==> config.mk <==
export PLATFORM = sky130hd
export DESIGN_NAME = piso
export DESIGN_NICKNAME = d
export VERILOG_FILES = /design/src/rtl/piso.sv
export SDC_FILE = /design/constraint.sdc
export NUM_CORES = 1
export LEC_CHECK = 0
export ABC_AREA = 0
export BUFFER_PORTS_ARGS = -buffer_cell sky130_fd_sc_hd__buf_2
export CORE_MARGIN = 1.5
export CORE_UTILIZATION = 35
export CTS_CLUSTER_DIAMETER = 100
export DETAILED_ROUTE_END_ITERATION = 10
export GPL_TIMING_DRIVEN = 1
export SLEW_MARGIN = 5
export SYNTH_ARGS = -nofsm -noshare
export SYNTH_HDL_FRONTEND = slang
export SYNTH_SLANG_ARGS = --single-unit
==> constraint.sdc <==
create_clock -name clk -period 2 [get_ports clk]
set_input_delay 0.3 -clock clk [delete_from_list [all_inputs] [get_ports clk]]
set_output_delay 0.3 -clock clk [all_outputs]
set_load 0.1 [all_outputs]
==> src/rtl/piso.sv <==
`default_nettype none
// ============================================================================
// Module   : piso
// Purpose  : Parallel-in serial-out transmitter. Accepts a SIZE-bit word over
//            a valid/ready handshake and emits it one bit per enable strobe.
//            A one-word holding buffer lets consecutive words stream without
//            idle bit slots. Sending end of the sipo serial link.
// Revision : 1.0 - initial release
// ============================================================================
module piso #(
  parameter int SIZE      = 8,  // word width, >= 2
  parameter bit SHIFT_DIR = 0   // 0: bit 0 first, 1: bit SIZE-1 first
) (
  input  logic            clk,
  input  logic            reset,
  input  logic            enable,
  input  logic            load_valid,
  input  logic [SIZE-1:0] load_data,
  output logic            load_ready,
  output logic            out,
  output logic            out_valid,
  output logic            busy,
  output logic            done
);

  localparam int                 c_cnt_w = $clog2(SIZE);
  localparam logic [c_cnt_w-1:0] c_last  = c_cnt_w'(SIZE - 1);
  localparam logic [c_cnt_w-1:0] c_one   = c_cnt_w'(1);

  logic [SIZE-1:0]    r_shreg;
  logic [SIZE-1:0]    r_hold;
  logic               r_hold_full;
  logic [c_cnt_w-1:0] r_bit_count;
  logic               r_busy;
  logic               r_done;

  logic               w_accept;
  logic               w_advance;
  logic               w_last_edge;
  logic [c_cnt_w-1:0] w_idx;

  // A word is taken whenever the holding buffer has room.
  assign w_accept    = load_valid && !r_hold_full;
  assign w_advance   = enable && r_busy;
  assign w_last_edge = w_advance && (r_bit_count == c_last);

  // Bit position within the shifter that is currently on the line.
  generate
    if (SHIFT_DIR == 1'b0) begin : g_lsb_first
      assign w_idx = r_bit_count;
    end else begin : g_msb_first
      assign w_idx = c_last - r_bit_count;
    end
  endgenerate

  // Outputs depend on registered state only.
  assign out        = r_busy & r_shreg[w_idx];
  assign out_valid  = r_busy;
  assign busy       = r_busy;
  assign done       = r_done;
  assign load_ready = !r_hold_full;

  // Shifter, holding buffer, bit counter and done pulse.
  always_ff @(posedge clk or posedge reset) begin
    if (reset) begin
      r_shreg     <= '0;
      r_hold      <= '0;
      r_hold_full <= 1'b0;
      r_bit_count <= '0;
      r_busy      <= 1'b0;
      r_done      <= 1'b0;
    end else begin
      r_done <= 1'b0;

      if (w_last_edge) begin
        // Last bit consumed: refill from hold, else bypass an incoming word,
        // else go idle. Hold full implies no accept this edge.
        r_done      <= 1'b1;
        r_bit_count <= '0;
        if (r_hold_full) begin
          r_shreg     <= r_hold;
          r_hold_full <= 1'b0;
        end else if (w_accept) begin
          r_shreg <= load_data;
        end else begin
          r_busy <= 1'b0;
        end
      end else if (w_advance) begin
        r_bit_count <= r_bit_count + c_one;
      end

      if (w_accept && !r_busy) begin
        // Idle shifter: load directly, first bit visible next cycle.
        r_shreg     <= load_data;
        r_bit_count <= '0;
        r_busy      <= 1'b1;
      end else if (w_accept && !w_last_edge) begin
        // Shifter still occupied: park the word in the holding buffer.
        r_hold      <= load_data;
        r_hold_full <= 1'b1;
      end
    end
  end

endmodule
`default_nettype wire

# After elaboration in Yosys (flattened, before gate mapping)
# Cells that the tools add are included.
dict set report word_totals {
  output_inout_bits 5
  elab_cells 44
  in_bits 12
  ff_bits 22
}
dict set report op_classes {
  n_bitwise 2
  n_reduce_logical 14
  n_eq_ne 3
  magnitude_cmp 1
  mux 17
  addsub 1
}
# cell count
set ops {}
lappend ops {{$mux 8} 4}
lappend ops {{$mux 1} 9}
lappend ops {{$mux 3} 3}
lappend ops {{$reduce_bool 3->1} 2}
lappend ops {{$logic_and 1x1->1} 5}
lappend ops {{$lt 3x4->1 const B} 1}
lappend ops {{$ne 2x1->1 const B} 2}
lappend ops {{$reduce_and 2->1} 2}
lappend ops {{$add 3x1->3 const B} 1}
lappend ops {{$bmux 1 s3} 1}
lappend ops {{$eq 3x3->1 const B} 1}
lappend ops {{$logic_not 1->1} 3}
lappend ops {{$reduce_and 3->1} 1}
lappend ops {{$reduce_bool 2->1} 1}
lappend ops {{$and 1x1->1} 1}
lappend ops {{$not 1->1} 1}

# Logic depth before layout (Yosys ltp)
# Gate-level depths: netlist of run 1.
dict set report logic_depth {
  depth_word 6
  ltp_mapped 5
  mapped_depth_nobuf 5
}

# Worst setup path after synthesis of run 1
# Ideal clock, no wire load.
dict set report synth_timing {
  path_kind {register -> output}
  start {register r_busy, in the netlist busy}
  end {output port out}
  stages_incl_launch_ff 4
  setup_slack_ns -2.004
  required_ns 1.700
  n_path_buf 1
  arrival_time_ns 3.704
  path_cell_list {dfrtp_1 -> buf_2 -> o31ai_1 -> a311oi_1}
}
dict set report synth_between {
  elab_chain_len 1
}
# element line
set synth_rtl {}
lappend synth_rtl {{from (decl)} 34} ;# logic r_busy;
lappend synth_rtl {{from (signal assigned)} 70} ;# r_busy <= 1'b0;
lappend synth_rtl {{from (signal assigned)} 86} ;# r_busy <= 1'b0;
lappend synth_rtl {{from (signal assigned)} 96} ;# r_busy <= 1'b1;
lappend synth_rtl {{$and 1x1->1} 57} ;# assign out = r_busy & r_shreg[w_idx];
lappend synth_rtl {{to (decl)} 20} ;# output logic out,
# No other way between the ends.

# Worst setup path in the final report of run 1
dict set report layout_timing {
  start {register r_bit_count[1]}
  end {output port out}
}
dict set report layout_between {
  elab_chain_len 3
}
# element line
set layout_rtl {}
lappend layout_rtl {{from (decl)} 33} ;# logic [c_cnt_w-1:0] r_bit_count;
lappend layout_rtl {{from (signal assigned)} 89} ;# r_bit_count <= r_bit_count + c_one;
lappend layout_rtl {{$bmux 1 s3} 57}
lappend layout_rtl {{$mux 1 (not written as such)} 57}
lappend layout_rtl {{$and 1x1->1} 57}
# No other way between the ends. The select of a mux whose other input is x is not followed.

==> results_tabular.tex, run 1 <==
\begin{tabular}{lr}
\hline
Metric & Value \\
\hline
\multicolumn{2}{l}{\textbf{Power}} \\
\quad Leakage power summed over all cells & 0.650 nW \\
\quad Maximum vdd drop & 0.725 mV \\
\quad Power per standard cell area & 1440 mW/mm² \\
\quad Final total power & 1.94 mW \\
\multicolumn{2}{l}{\textbf{STA}} \\
\quad Final critical-path share of the clock period & 0.993 \\
\quad Final min period & 1.99 ns \\
\quad Maximum clock skew at final layout & 0.00590 ns \\
\quad Worst-margin pin slew & 0.629 ns \\
\quad RSZ-0062 raised after global routing & true \\
\quad Final Hold Vio Count & 0 \\
\quad PnR worst setup slack & 0.0144 ns \\
\quad Fmax achieved & 0.504 GHz \\
\quad Worst max-slew margin expressed relative to the limit & 0.580 \\
\quad Final setup fails & 0 \\
\quad Hold Worst Slack & 0.0559 ns \\
\quad Final Max Slew Viols & 0 \\
\multicolumn{2}{l}{\textbf{GRT}} \\
\quad Initial antenna violation count & 0 \\
\quad Final global-route overflow total & 0 \\
\quad Wire length of the first global-routing pass & 3290 µm \\
\quad Via count of the first global-routing pass & 707 \\
\quad GRT Overall Usage & 0.128 \\
\quad Maximum number of pins on one net before global-route repair & 18 \\
\multicolumn{2}{l}{\textbf{Critical path}} \\
\quad Worst path required time & 1.70 ns \\
\quad Largest stage delay, worst path & 0.43 ns \\
\quad Cell type of the slowest stage on the worst timing path & sky130\_fd\_sc\_hd\_\_dfrtp\_2 \\
\quad Category of the worst setup path capture point & primary output \\
\quad List of cells traversed by the critical path & buf\_6 -> mux4\_2 -> nor2\_2 -> a311oi\_4 -> buf\_12 \\
\quad Nature of the critical path startpoint & flop \\
\quad Crit Path Max Fanout & 2 \\
\quad Critical path class & reg2out \\
\quad Crit path arrival time & 1.69 ns \\
\multicolumn{2}{l}{\textbf{Floorplanning}} \\
\quad DIE AREA & 0.00348 mm² \\
\quad Number of rows in the core area & 20 \\
\quad Initial core utilization & 0.363 \\
\quad Core area & 0.00303 mm² \\
\quad Top Ports & 17 \\
\quad Horizontal extent of the die & 59.0 µm \\
\quad Die height & 59.0 µm \\
\multicolumn{2}{l}{\textbf{Placement}} \\
\quad Final estimated routing congestion in global placement & 0.754 \\
\quad Standard cell area after detailed placement & 0.00129 mm² \\
\quad Final HPWL from detailed placement & 1380 µm \\
\quad Port Buf Inserts & 16 \\
\quad Cell total after placement & 145 \\
\quad Post-placement worst setup slack & 0.0873 ns \\
\multicolumn{2}{l}{\textbf{Cells and area}} \\
\quad Fraction of layout instances using a drive strength above 1 & 0.575 \\
\quad Post-layout instance area & 0.00135 mm² \\
\quad Area growth from synthesis to final layout & 22.6\% \\
\quad Number of non-filler instances in the completed layout & 150 \\
\quad Layout filler cell count & 296 \\
\quad Ant. Diodes & 0 \\
\quad Final net count & 122 \\
\multicolumn{2}{l}{\textbf{Logic synthesis}} \\
\quad Synth Warn \# & 0 \\
\quad Most frequent cells after synthesis & sky130\_fd\_sc\_hd\_\_mux2\_2, sky130\_fd\_sc\_hd\_\_dfrtp\_1, sky130\_fd\_sc\_hd\_\_nand2\_1 \\
\quad Unique masters post-synth & 22 \\
\quad Count of state elements after synthesis & 22 \\
\quad Sequential cell area fraction in the yosys report & 0.501 \\
\quad Post-synth top flop & sky130\_fd\_sc\_hd\_\_dfrtp\_1 \\
\quad Number of flops mapped to enable cells by yosys & 0 \\
\quad Total nets after synthesis & 98 \\
\quad Post-Synthesis Mean Instance Area & 13.1 µm² \\
\quad Async set-or-reset flop fraction in the synthesized netlist & 1.00 \\
\quad Top cell type's share of synthesized area & 0.501 \\
\quad Synth area leaders & sky130\_fd\_sc\_hd\_\_dfrtp\_1, sky130\_fd\_sc\_hd\_\_mux2\_2, sky130\_fd\_sc\_hd\_\_o21ai\_0 \\
\quad Post-Synthesis Cells & 84 \\
\quad Most instantiated library cell after synthesis & sky130\_fd\_sc\_hd\_\_mux2\_2 \\
\quad Post-synth top area cell & sky130\_fd\_sc\_hd\_\_dfrtp\_1 \\
\quad Summed instance area of the synthesized netlist & 0.00110 mm² \\
\multicolumn{2}{l}{\textbf{Clocking}} \\
\quad Hold-fix buffer count after cts & 0 \\
\quad CTS tree & built \\
\quad TritonCTS Sinks & 22 \\
\quad Clk buf depth & 2 \\
\quad TritonCTS buffer count & 3 \\
\quad Buffer cell driving the clock tree root & sky130\_fd\_sc\_hd\_\_clkbuf\_4 \\
\quad Clock transition at the register clock pins on the worst setup and hold paths after CTS & 0.11 ns \\
\quad H-tree depth & 1 \\
\quad Latest clock arrival within the worst-skew pair & 0.30 ns \\
\multicolumn{2}{l}{\textbf{Detailed routing}} \\
\quad Residual DRC count & 0 \\
\quad Number of nets with antenna violations after routing & 0 \\
\quad Number of detailed-route iterations in the first pass & 4 \\
\quad Overall via count from detail\_route & 701 \\
\quad Ratio of routed vias to standard cells & 4.67 \\
\quad DR iter-0 viols & 28 \\
\quad Final wirelength & 1850 µm \\
\quad Routed wire per std cell & 12.3 µm \\
\multicolumn{2}{l}{\textbf{Min path}} \\
\quad Type of the worst min-delay path & in2async \\
\multicolumn{2}{l}{\textbf{Status}} \\
\quad Run status & complete, no violations \\
\multicolumn{2}{l}{\textbf{Job}} \\
\quad Count of maximum capacitance violations & 0 \\
\hline
\end{tabular}
-- critical path, delay by kind of cell, from the launching register on --
kind	cells	cell delay [ns]
AO/OA/AOI/OAI	1	0.26
buffers and inverters	2	0.34
AND/OR/NAND/NOR	1	0.05
multiplexers	1	0.33
flip-flops	1	0.43
-- cells in the final DEF, fill, tap and decap left out --
| cell | netlist | layout |
|---|---|---|
| sky130_fd_sc_hd__dfrtp_1 | 22 | 19 |
| sky130_fd_sc_hd__and3_1 | 1 | 1 |
| sky130_fd_sc_hd__mux2i_1 | 1 | 1 |
| sky130_fd_sc_hd__nand2_1 | 7 | 7 |
| sky130_fd_sc_hd__and3b_1 | 1 | 1 |
| sky130_fd_sc_hd__clkbuf_4 | 0 | 3 |
| sky130_fd_sc_hd__nor2b_1 | 2 | 2 |
| sky130_fd_sc_hd__nor2_2 | 0 | 1 |
| sky130_fd_sc_hd__o21ai_0 | 6 | 6 |
| sky130_fd_sc_hd__buf_12 | 0 | 2 |
| sky130_fd_sc_hd__mux2_2 | 26 | 26 |
| sky130_fd_sc_hd__buf_6 | 0 | 1 |
| sky130_fd_sc_hd__o31ai_2 | 0 | 1 |
| sky130_fd_sc_hd__mux4_2 | 1 | 1 |
| sky130_fd_sc_hd__nor3b_1 | 1 | 1 |
| sky130_fd_sc_hd__dfrtp_4 | 0 | 1 |
| sky130_fd_sc_hd__nand2b_1 | 1 | 1 |
| sky130_fd_sc_hd__ha_1 | 2 | 2 |
| sky130_fd_sc_hd__inv_1 | 3 | 3 |
| sky130_fd_sc_hd__nor3b_4 | 1 | 1 |
| sky130_fd_sc_hd__nand2_2 | 1 | 1 |
| sky130_fd_sc_hd__buf_2 | 2 | 15 |
| sky130_fd_sc_hd__dfrtp_2 | 0 | 2 |
| sky130_fd_sc_hd__a22oi_4 | 1 | 1 |
| sky130_fd_sc_hd__buf_4 | 1 | 4 |
| sky130_fd_sc_hd__a21oi_1 | 1 | 1 |
| sky130_fd_sc_hd__a311oi_4 | 0 | 1 |
-- layout make-up --
| class | count | area, µm² | share of cell area |
|---|---|---|---|
| clock buffer | 3 | 22.5 | 0.0167 |
| inverter | 3 | 11.3 | 0.00836 |
| timing repair buffer | 22 | 156 | 0.116 |
| tap | 44 | 55.1 | 0.0409 |
| sequential | 22 | 557 | 0.414 |
| multi-input combinational | 56 | 544 | 0.404 |
-- where the power goes --
group	internal, mW	total, mW	switching, mW
sequential	0.607	0.736	0.129
clock	0.0702	0.192	0.122
combinational	0.448	1.01	0.560
-- registers in the layout, summed over array words and instances, names as in the netlist --
| name | flops |
|---|---|
| r_hold_full | 1 |
| r_hold | 8 |
| r_bit_count | 3 |
| r_shreg | 8 |
| busy | 1 |
| done | 1 |
-- repair_timing --
| action | CTS | global route |
|---|---|---|
| buffers inserted | 1 | 1 |
| gates resized for setup | 3 | 0 |
| endpoints found under the setup margin | 1 | 8 |
| pin swaps | 1 | 0 |
-- cells by family (layout without fill, tap and decap cells) --
group / count (synthesis) / in the layout / share of synthesized area
AOI/OAI and AO/OA: 10 / 10 / 0.0661
adders and majority gates: 2 / 2 / 0.0228
buffers and inverters: 6 / 28 / 0.0262
DFF: 22 / 22 / 0.501
muxes: 28 / 28 / 0.296
and+or+nand+nor: 16 / 16 / 0.0877
-- metrics by stage --
step	util	TNS, ns
floorplan	-	-0.0837
detailed placement	0.426	0
global route	0.445	-0.0665
CTS	0.438	-0.00485
finish	0.445	0
global placement	0.426	0
-- path summary, 6_finish.rpt --
check                                           start                endpoint  slack (ns)  depth (start not counted)
setup / recovery           r_bit_count[1]$_DFFE_PP0P_                     out        0.01                          5
hold / removal                                  reset   r_hold[1]$_DFFE_PP0P_        0.06                          2
setup reg to reg           r_bit_count[0]$_DFFE_PP0P_   r_hold[6]$_DFFE_PP0P_        0.22                          6
hold reg to reg                 r_hold[3]$_DFFE_PP0P_   r_hold[3]$_DFFE_PP0P_        0.52                          1
max in group asynchronous                       reset  r_shreg[5]$_DFFE_PP0P_        1.41                          3
min in group clk                         load_data[4]   r_hold[4]$_DFFE_PP0P_        0.24                          2
-- layer usage --
layer  GRT usage  routed length, µm
met1       0.167                876
met2       0.205                894
met3      0.0459                 68
met4      0.0292                 13
met5           0                  0
(Power assumes the default switching activity.)
==> run 2, diff against run 1 <==
--- a/config.mk
+++ b/config.mk
@@ -8,10 +8,11 @@
 export ABC_AREA = 0
 export BUFFER_PORTS_ARGS = -buffer_cell sky130_fd_sc_hd__buf_2
 export CORE_MARGIN = 1.5
-export CORE_UTILIZATION = 35
+export CORE_UTILIZATION = 54
 export CTS_CLUSTER_DIAMETER = 100
 export DETAILED_ROUTE_END_ITERATION = 10
 export GPL_TIMING_DRIVEN = 1
+export PLACE_DENSITY = 0.76
 export SLEW_MARGIN = 5
 export SYNTH_ARGS = -nofsm -noshare
 export SYNTH_HDL_FRONTEND = slang
==> run 2 against run 1 <==
Against the previous run:
- clock power is 23% higher
- sequential share of layout area is 0.62 points higher
- die area is 34% lower
- first-iteration DRC count is 96% lower
- largest cell class unchanged
- largest power group unchanged
- final cell count is 11% lower
==> results_tabular.tex, run 2 (synthesis gave the netlist of run 1 again) <==
\begin{tabular}{lr}
\hline
Metric & Value \\
\hline
\multicolumn{2}{l}{\textbf{Detailed routing}} \\
\quad Overall via count from detail\_route & 718 (+2.4\%) \\
\quad Residual DRC count & 0 (unchanged) \\
\quad Final wirelength & 1850 µm (about the same) \\
\quad Number of detailed-route iterations in the first pass & 4 (unchanged) \\
\quad Number of nets with antenna violations after routing & 0 (unchanged) \\
\quad DR iter-0 viols & 1 (-96\%) \\
\quad Ratio of routed vias to standard cells & 5.40 (+16\%) \\
\quad Routed wire per std cell & 13.9 µm (+13\%) \\
\multicolumn{2}{l}{\textbf{Power}} \\
\quad Maximum vdd drop & 0.902 mV (+24\%) \\
\quad Leakage power summed over all cells & 0.649 nW (-0.16\%) \\
\quad Power per standard cell area & 1490 mW/mm² (+3.3\%) \\
\multicolumn{2}{l}{\textbf{GRT}} \\
\quad Final global-route overflow total & 0 (unchanged) \\
\quad Layer with the highest usage after global routing & met2 \\
\quad GRT Overall Usage & 0.199 (+0.0713) \\
\quad Wire length of the first global-routing pass & 3150 µm (-4.4\%) \\
\quad M2 GR Usage & 0.325 (+0.121) \\
\quad Initial antenna violation count & 0 (unchanged) \\
\quad Via count of the first global-routing pass & 695 (-1.7\%) \\
\quad Met1 track demand over resource in global routing & 0.272 (+0.105) \\
\quad GR met3 Demand/Resource & 0.0444 (-0.00141) \\
\quad Maximum number of pins on one net before global-route repair & 15 (-3) \\
\multicolumn{2}{l}{\textbf{Clocking}} \\
\quad Clock transition at the register clock pins on the worst setup and hold paths after CTS & 0.12 ns (about the same) \\
\quad CTS tree & built \\
\quad H-tree depth & 1 (unchanged) \\
\quad Buffer cell driving the clock tree root & sky130\_fd\_sc\_hd\_\_clkbuf\_4 \\
\quad TritonCTS Sinks & 22 (unchanged) \\
\quad Latest clock arrival within the worst-skew pair & 0.29 ns (about the same) \\
\quad Clk buf depth & 2 (unchanged) \\
\quad TritonCTS buffer count & 3 (unchanged) \\
\multicolumn{2}{l}{\textbf{Critical path}} \\
\quad Terminus of the critical flop-to-flop path & r\_hold[2]\$\_DFFE\_PP0P\_ \\
\quad Nature of the critical path startpoint & flop \\
\quad Worst path required time & 1.70 ns (about the same) \\
\quad RR Startpoint & r\_bit\_count[0]\$\_DFFE\_PP0P\_ \\
\quad Crit path arrival time & 1.65 ns (-0.04 ns) \\
\quad Crit Path Max Fanout & 6 (+4) \\
\quad Register-to-register setup slack & 0.12 ns (-0.10 ns) \\
\quad Category of the worst setup path capture point & primary output \\
\quad Critical path class & reg2out \\
\quad Cell count of the worst reg-to-reg path & 6 (unchanged) \\
\multicolumn{2}{l}{\textbf{Floorplanning}} \\
\quad Core area & 0.00194 mm² (-36\%) \\
\quad Horizontal extent of the die & 48.1 µm (-19\%) \\
\quad Number of rows in the core area & 16 (-20\%) \\
\quad Initial core utilization & 0.566 (+0.203) \\
\quad Top Ports & 17 (unchanged) \\
\quad DIE AREA & 0.00231 mm² (-34\%) \\
\quad Die height & 48.1 µm (-19\%) \\
\multicolumn{2}{l}{\textbf{STA}} \\
\quad Final critical-path share of the clock period & 0.977 (-0.0156) \\
\quad Final Hold Vio Count & 0 (unchanged) \\
\quad Final min period & 1.95 ns (-0.0311 ns) \\
\quad Worst max-slew margin expressed relative to the limit & 0.680 (+0.0999) \\
\quad Hold Worst Slack & 0.243 ns (+0.187 ns) \\
\quad RSZ-0062 raised after global routing & true \\
\quad Final Max Slew Viols & 0 (unchanged) \\
\quad Final setup fails & 0 (unchanged) \\
\quad Worst-margin pin slew & 0.483 ns (-0.146 ns) \\
\quad Maximum clock skew at final layout & 0.00542 ns (-0.000473 ns) \\
\quad Fmax achieved & 0.512 GHz (+1.6\%) \\
\multicolumn{2}{l}{\textbf{Cells and area}} \\
\quad Ant. Diodes & 0 (unchanged) \\
\quad Fraction of layout instances using a drive strength above 1 & 0.566 (-0.00943) \\
\quad Commonest cells after routing, fill and taps aside & sky130\_fd\_sc\_hd\_\_mux2\_2, sky130\_fd\_sc\_hd\_\_dfrtp\_1, sky130\_fd\_sc\_hd\_\_buf\_2 \\
\quad Most common library cell in the layout ignoring fill and taps & sky130\_fd\_sc\_hd\_\_mux2\_2 \\
\quad Area growth from synthesis to final layout & 20.7\% \\
\quad Layout filler cell count & 161 (-46\%) \\
\quad Multi-input logic area & 553 µm² (+1.6\%) \\
\quad Number of non-filler instances in the completed layout & 133 (-11\%) \\
\quad Post-layout instance area & 0.00133 mm² (-1.5\%) \\
\quad Final net count & 121 (-0.82\%) \\
\quad Top flop regs & r\_hold: 8 flops, r\_shreg: 8 flops, r\_bit\_count: 3 flops \\
\quad Storage element area & 557 µm² (unchanged) \\
\multicolumn{2}{l}{\textbf{Status}} \\
\quad Run status & complete, no violations \\
\multicolumn{2}{l}{\textbf{Placement}} \\
\quad Final HPWL from detailed placement & 1450 µm (+5.1\%) \\
\quad Standard cell area after detailed placement & 0.00127 mm² (-1.7\%) \\
\quad Cell total after placement & 128 (-12\%) \\
\quad Final estimated routing congestion in global placement & 0.739 (-2.0\%) \\
\quad Port Buf Inserts & 16 (unchanged) \\
\multicolumn{2}{l}{\textbf{Min path}} \\
\quad Type of the worst min-delay path & in2reg \\
\quad Worst Hold Path Cells & 2 \\
\quad Start point of the worst min-delay path & load\_data[6] \\
\quad Worst Hold Path EP & r\_hold[6]\$\_DFFE\_PP0P\_ \\
\multicolumn{2}{l}{\textbf{Job}} \\
\quad Count of maximum capacitance violations & 0 (unchanged) \\
\hline
\end{tabular}
## run 2: cell types whose count changed in the layout (fill, tap and decap cells not counted)
cell                            before  now
sky130_fd_sc_hd__o31ai_2             1    0
sky130_fd_sc_hd__buf_12              2    1
sky130_fd_sc_hd__o31ai_4             0    1
sky130_fd_sc_hd__dlygate4sd3_1       0    1
sky130_fd_sc_hd__clkbuf_8            0    1
sky130_fd_sc_hd__buf_6               1    0
## run 2: layout make-up
type | count | area share
multi-input combinational | 56 | 0.417
tap | 27 | 0.0255
inverter | 3 | 0.00849
clock buffer | 4 | 0.0274
timing repair buffer | 21 | 0.102
sequential | 22 | 0.420
## run 2: worst max-delay path by stage
stage / start / end / slack, ns / cells past startpoint
after floorplan: r_bit_count[1]$_DFFE_PP0P_ / out / -0.08 / 3
after global placement: r_bit_count[0]$_DFFE_PP0P_ / r_hold[1]$_DFFE_PP0P_ / 0.23 / 6
after detailed placement: r_bit_count[0]$_DFFE_PP0P_ / r_hold[2]$_DFFE_PP0P_ / 0.15 / 6
after CTS: r_bit_count[2]$_DFFE_PP0P_ / out / 0.03 / 4
after global routing: r_bit_count[2]$_DFFE_PP0P_ / out / -0.02 / 4
final: r_bit_count[2]$_DFFE_PP0P_ / out / 0.05 / 4
## run 2: routing by layer
metal,part of all wire,vias up
met5,0,-
met3,0.021,2
met4,0.0081,0
met1,0.43,366
met2,0.54,7
li1,-,343
## run 2: repair_timing
item,CTS,global route
cloned,0,0
buffers inserted,1,0
pin swaps,1,0
hold buffers,1,0
endpoints found under the hold margin,10,0
gates resized for setup,2,1
setup endpoints to repair,1,1
## run 2: stage by stage
stage / power [mW] / worst slack, ns / TNS, ns / util
detailed placement: 1.72 / 0.155 / 0 / 0.653
CTS: 1.97 / 0.0316 / 0 / 0.678
global placement: 1.68 / 0.231 / 0 / 0.653
global route: 2.10 / -0.0217 / -0.0217 / 0.683
floorplan: 1.52 / -0.0837 / -0.0837 / -
finish: 1.97 / 0.0455 / 0 / 0.683
## run 2: power breakdown
group / switching (mW) / internal, mW
sequential: 0.153 / 0.607
clock: 0.126 / 0.111
combinational: 0.546 / 0.429
total: 0.824 / 1.15
## run 2: worst max-delay path: stages, from the launching register on
cell and delay, ns:
sky130_fd_sc_hd__dfrtp_2 0.49, sky130_fd_sc_hd__mux2_2 0.27, sky130_fd_sc_hd__o31ai_4 0.06, sky130_fd_sc_hd__a311oi_4 0.32, sky130_fd_sc_hd__buf_12 0.22
==> run 3, diff against run 2 <==
--- a/config.mk
+++ b/config.mk
@@ -13,6 +13,7 @@
 export DETAILED_ROUTE_END_ITERATION = 10
 export GPL_TIMING_DRIVEN = 1
 export PLACE_DENSITY = 0.76
+export SETUP_SLACK_MARGIN = 0.05
 export SLEW_MARGIN = 5
 export SYNTH_ARGS = -nofsm -noshare
 export SYNTH_HDL_FRONTEND = slang
==> run 3 against run 2 <==
Against the previous run:
- the run now ends with negative setup slack left
- sequential share of layout area decreased by 0.079 points
- clock skew increased by 0.0019 ns
- flip-flop and latch count unchanged
- non-clock buffer count increased by 1
- final area increased by 0.19%
- clock power about the same
- register-to-register slack about the same
- total power about the same
- worst hold slack about the same
==> results_tabular.tex, run 3 (synthesis gave the netlist of run 1 again) <==
\begin{tabular}{lr}
\hline
Metric & Value \\
\hline
\multicolumn{2}{l}{\textbf{STA}} \\
\quad Final min period & 2.00 ns (+0.0473 ns) \\
\quad Fmax achieved & 0.500 GHz (-2.4\%) \\
\quad Worst-margin pin slew & 0.483 ns (-0.000000119 ns) \\
\quad PnR worst setup slack & -0.00172 ns (-0.0473 ns) \\
\quad Maximum clock skew at final layout & 0.00728 ns (+0.00186 ns) \\
\quad Final setup fails & 1 (+1) \\
\quad Worst max-slew margin expressed relative to the limit & 0.680 (unchanged) \\
\quad Final Max Slew Viols & 0 (unchanged) \\
\quad Final critical-path share of the clock period & 1.00 (+0.0236) \\
\quad RSZ-0062 raised after global routing & true \\
\quad Final Hold Vio Count & 0 (unchanged) \\
\multicolumn{2}{l}{\textbf{Cells and area}} \\
\quad Fraction of layout instances using a drive strength above 1 & 0.570 (+0.00406) \\
\quad Layout filler cell count & 161 (unchanged) \\
\quad Area growth from synthesis to final layout & 21.0\% \\
\quad Most common library cell in the layout ignoring fill and taps & sky130\_fd\_sc\_hd\_\_mux2\_2 \\
\quad Post-Route Utilization & 0.684 (+0.00129) \\
\quad Post-layout instance area & 0.00133 mm² (+0.19\%) \\
\quad Commonest cells after routing, fill and taps aside & sky130\_fd\_sc\_hd\_\_mux2\_2, sky130\_fd\_sc\_hd\_\_dfrtp\_1, sky130\_fd\_sc\_hd\_\_buf\_2 \\
\quad Ant. Diodes & 0 (unchanged) \\
\quad Final net count & 122 (+0.83\%) \\
\quad Top flop regs & r\_hold: 8 flops, r\_shreg: 8 flops, r\_bit\_count: 3 flops \\
\multicolumn{2}{l}{\textbf{Clocking}} \\
\quad Clock transition at the register clock pins on the worst setup and hold paths after CTS & 0.12 ns (about the same) \\
\quad Buffer cell driving the clock tree root & sky130\_fd\_sc\_hd\_\_clkbuf\_4 \\
\quad CTS tree & built \\
\quad H-tree depth & 1 (unchanged) \\
\quad TritonCTS Sinks & 22 (unchanged) \\
\quad TritonCTS buffer count & 3 (unchanged) \\
\quad Latest clock arrival within the worst-skew pair & 0.29 ns (about the same) \\
\quad Clk buf depth & 2 (unchanged) \\
\multicolumn{2}{l}{\textbf{Critical path}} \\
\quad List of cells traversed by the critical path & buf\_6 -> mux4\_2 -> nor2\_2 -> a311oi\_4 -> buf\_12 \\
\quad End of the critical path & out \\
\quad Worst path bufs/invs & 2 (+1) \\
\quad Terminus of the critical flop-to-flop path & r\_hold[2]\$\_DFFE\_PP0P\_ \\
\quad Crit path arrival time & 1.70 ns (+0.05 ns) \\
\quad Critical path class & reg2out \\
\quad Largest stage delay, worst path & 0.44 ns (-0.05 ns) \\
\quad Levels on crit path & 5 (+1) \\
\quad RR Startpoint & r\_bit\_count[0]\$\_DFFE\_PP0P\_ \\
\quad Worst path required time & 1.70 ns (about the same) \\
\quad Cell type of the slowest stage on the worst timing path & sky130\_fd\_sc\_hd\_\_dfrtp\_2 \\
\quad Cell count of the worst reg-to-reg path & 6 (unchanged) \\
\quad Category of the worst setup path capture point & primary output \\
\quad CP startpoint & r\_bit\_count[1]\$\_DFFE\_PP0P\_ \\
\quad Gate family responsible for the most delay along the worst path & flip-flops \\
\quad Nature of the critical path startpoint & flop \\
\quad Register-to-register setup slack & 0.13 ns (about the same) \\
\quad Crit Path Max Fanout & 2 (-4) \\
\multicolumn{2}{l}{\textbf{Min path}} \\
\quad Type of the worst min-delay path & in2reg \\
\multicolumn{2}{l}{\textbf{GRT}} \\
\quad Via count of the first global-routing pass & 699 (+0.58\%) \\
\quad Maximum number of pins on one net before global-route repair & 15 (unchanged) \\
\quad Wire length of the first global-routing pass & 3150 µm (+0.22\%) \\
\quad Final global-route overflow total & 0 (unchanged) \\
\quad GRT Overall Usage & 0.200 (+0.000776) \\
\quad Initial antenna violation count & 0 (unchanged) \\
\multicolumn{2}{l}{\textbf{Placement}} \\
\quad Final HPWL from detailed placement & 1450 µm (unchanged) \\
\quad Final estimated routing congestion in global placement & 0.739 (unchanged) \\
\quad Port Buf Inserts & 16 (unchanged) \\
\quad Standard cell area after detailed placement & 0.00127 mm² (unchanged) \\
\multicolumn{2}{l}{\textbf{Status}} \\
\quad Run status & finished, violations left \\
\quad Failing checks & negative setup slack \\
\multicolumn{2}{l}{\textbf{Detailed routing}} \\
\quad Number of detailed-route iterations in the first pass & 4 (unchanged) \\
\quad Final wirelength & 1880 µm (+1.4\%) \\
\quad Number of nets with antenna violations after routing & 0 (unchanged) \\
\quad Overall via count from detail\_route & 717 (-0.14\%) \\
\quad Residual DRC count & 0 (unchanged) \\
\quad Ratio of routed vias to standard cells & 5.35 (-0.88\%) \\
\quad DR iter-0 viols & 2 (+1) \\
\quad Routed wire per std cell & 14.0 µm (+0.65\%) \\
\multicolumn{2}{l}{\textbf{Floorplanning}} \\
\quad Top Ports & 17 (unchanged) \\
\quad DIE AREA & 0.00231 mm² (unchanged) \\
\quad Core area & 0.00194 mm² (unchanged) \\
\quad Number of rows in the core area & 16 (unchanged) \\
\quad Die height & 48.1 µm (unchanged) \\
\quad Horizontal extent of the die & 48.1 µm (unchanged) \\
\quad Initial core utilization & 0.566 (unchanged) \\
\multicolumn{2}{l}{\textbf{Job}} \\
\quad Count of maximum capacitance violations & 0 (unchanged) \\
\multicolumn{2}{l}{\textbf{Power}} \\
\quad Power per standard cell area & 1480 mW/mm² (-0.18\%) \\
\quad Maximum vdd drop & 0.919 mV (+1.9\%) \\
\quad Leakage power summed over all cells & 0.654 nW (+0.73\%) \\
\hline
\end{tabular}
-- run 3: metrics by stage --
stage	hold slack, ns	setup TNS, ns	power, mW	instances	setup slack, ns
final	0.242	-0.00172	1.97	134	-0.00172
after global routing	0.224	-0.0802	2.10	134	-0.0802
after CTS	0.229	-0.0244	1.99	134	-0.0244
after detailed placement	0.314	0	1.72	128	0.155
after global placement	0.310	0	1.68	128	0.231
after floorplan	0.289	-0.0837	1.52	84	-0.0837
-- run 3: timing repair --
action / in CTS / in global routing
buffers inserted: 1 / 0
resized for setup: 3 / 0
hold buffers: 1 / 0
pin swaps: 1 / 0
endpoints found under the hold margin: 10 / 0
setup endpoints to repair: 1 / 1
-- run 3: report_power, final --
part           total (mW)  switching, mW  internal [mW]
Combinational       0.989          0.553          0.436
Clock               0.234          0.123          0.111
Sequential          0.748          0.141          0.607
Total                1.97          0.818           1.15
-- run 3: per-layer routing --
layer | vias to the layer above | track usage | share of wire
li1 | 345 | - | -
met1 | 363 | 0.272 | 0.43
met2 | 7 | 0.328 | 0.54
met3 | 2 | 0.0444 | 0.021
met4 | 0 | 0.0486 | 0.0080
met5 | - | 0 | 0
-- run 3: how the worst min path moves through the flow --
stage               cells past startpoint          from  slack, ns                     to
global placement                        2         reset       0.31  r_hold[4]$_DFFE_PP0P_
detailed placement                      2         reset       0.31  r_hold[4]$_DFFE_PP0P_
floorplan                               1         reset       0.29       busy$_DFFE_PP0P_
global route                            2  load_data[6]       0.22  r_hold[6]$_DFFE_PP0P_
finish                                  2  load_data[6]       0.24  r_hold[6]$_DFFE_PP0P_
CTS                                     2  load_data[6]       0.23  r_hold[6]$_DFFE_PP0P_
-- run 3: worst reg2reg max path, stage by stage (launching register included) --
cell and delay [ns]:
sky130_fd_sc_hd__dfrtp_1 0.46, sky130_fd_sc_hd__ha_1 0.23, sky130_fd_sc_hd__ha_1 0.22, sky130_fd_sc_hd__nand2_2 0.12, sky130_fd_sc_hd__nor3b_4 0.18, sky130_fd_sc_hd__buf_4 0.19
sky130_fd_sc_hd__mux2_2 0.35
-- run 3: final cells by class --
cell class | count | area (µm²) | share of cell area
sequential | 22 | 557 | 0.419
multi-input combinational | 56 | 544 | 0.410
timing repair buffer | 22 | 146 | 0.110
clock buffer | 4 | 36.3 | 0.0273
tap | 27 | 33.8 | 0.0254
inverter | 3 | 11.3 | 0.00847
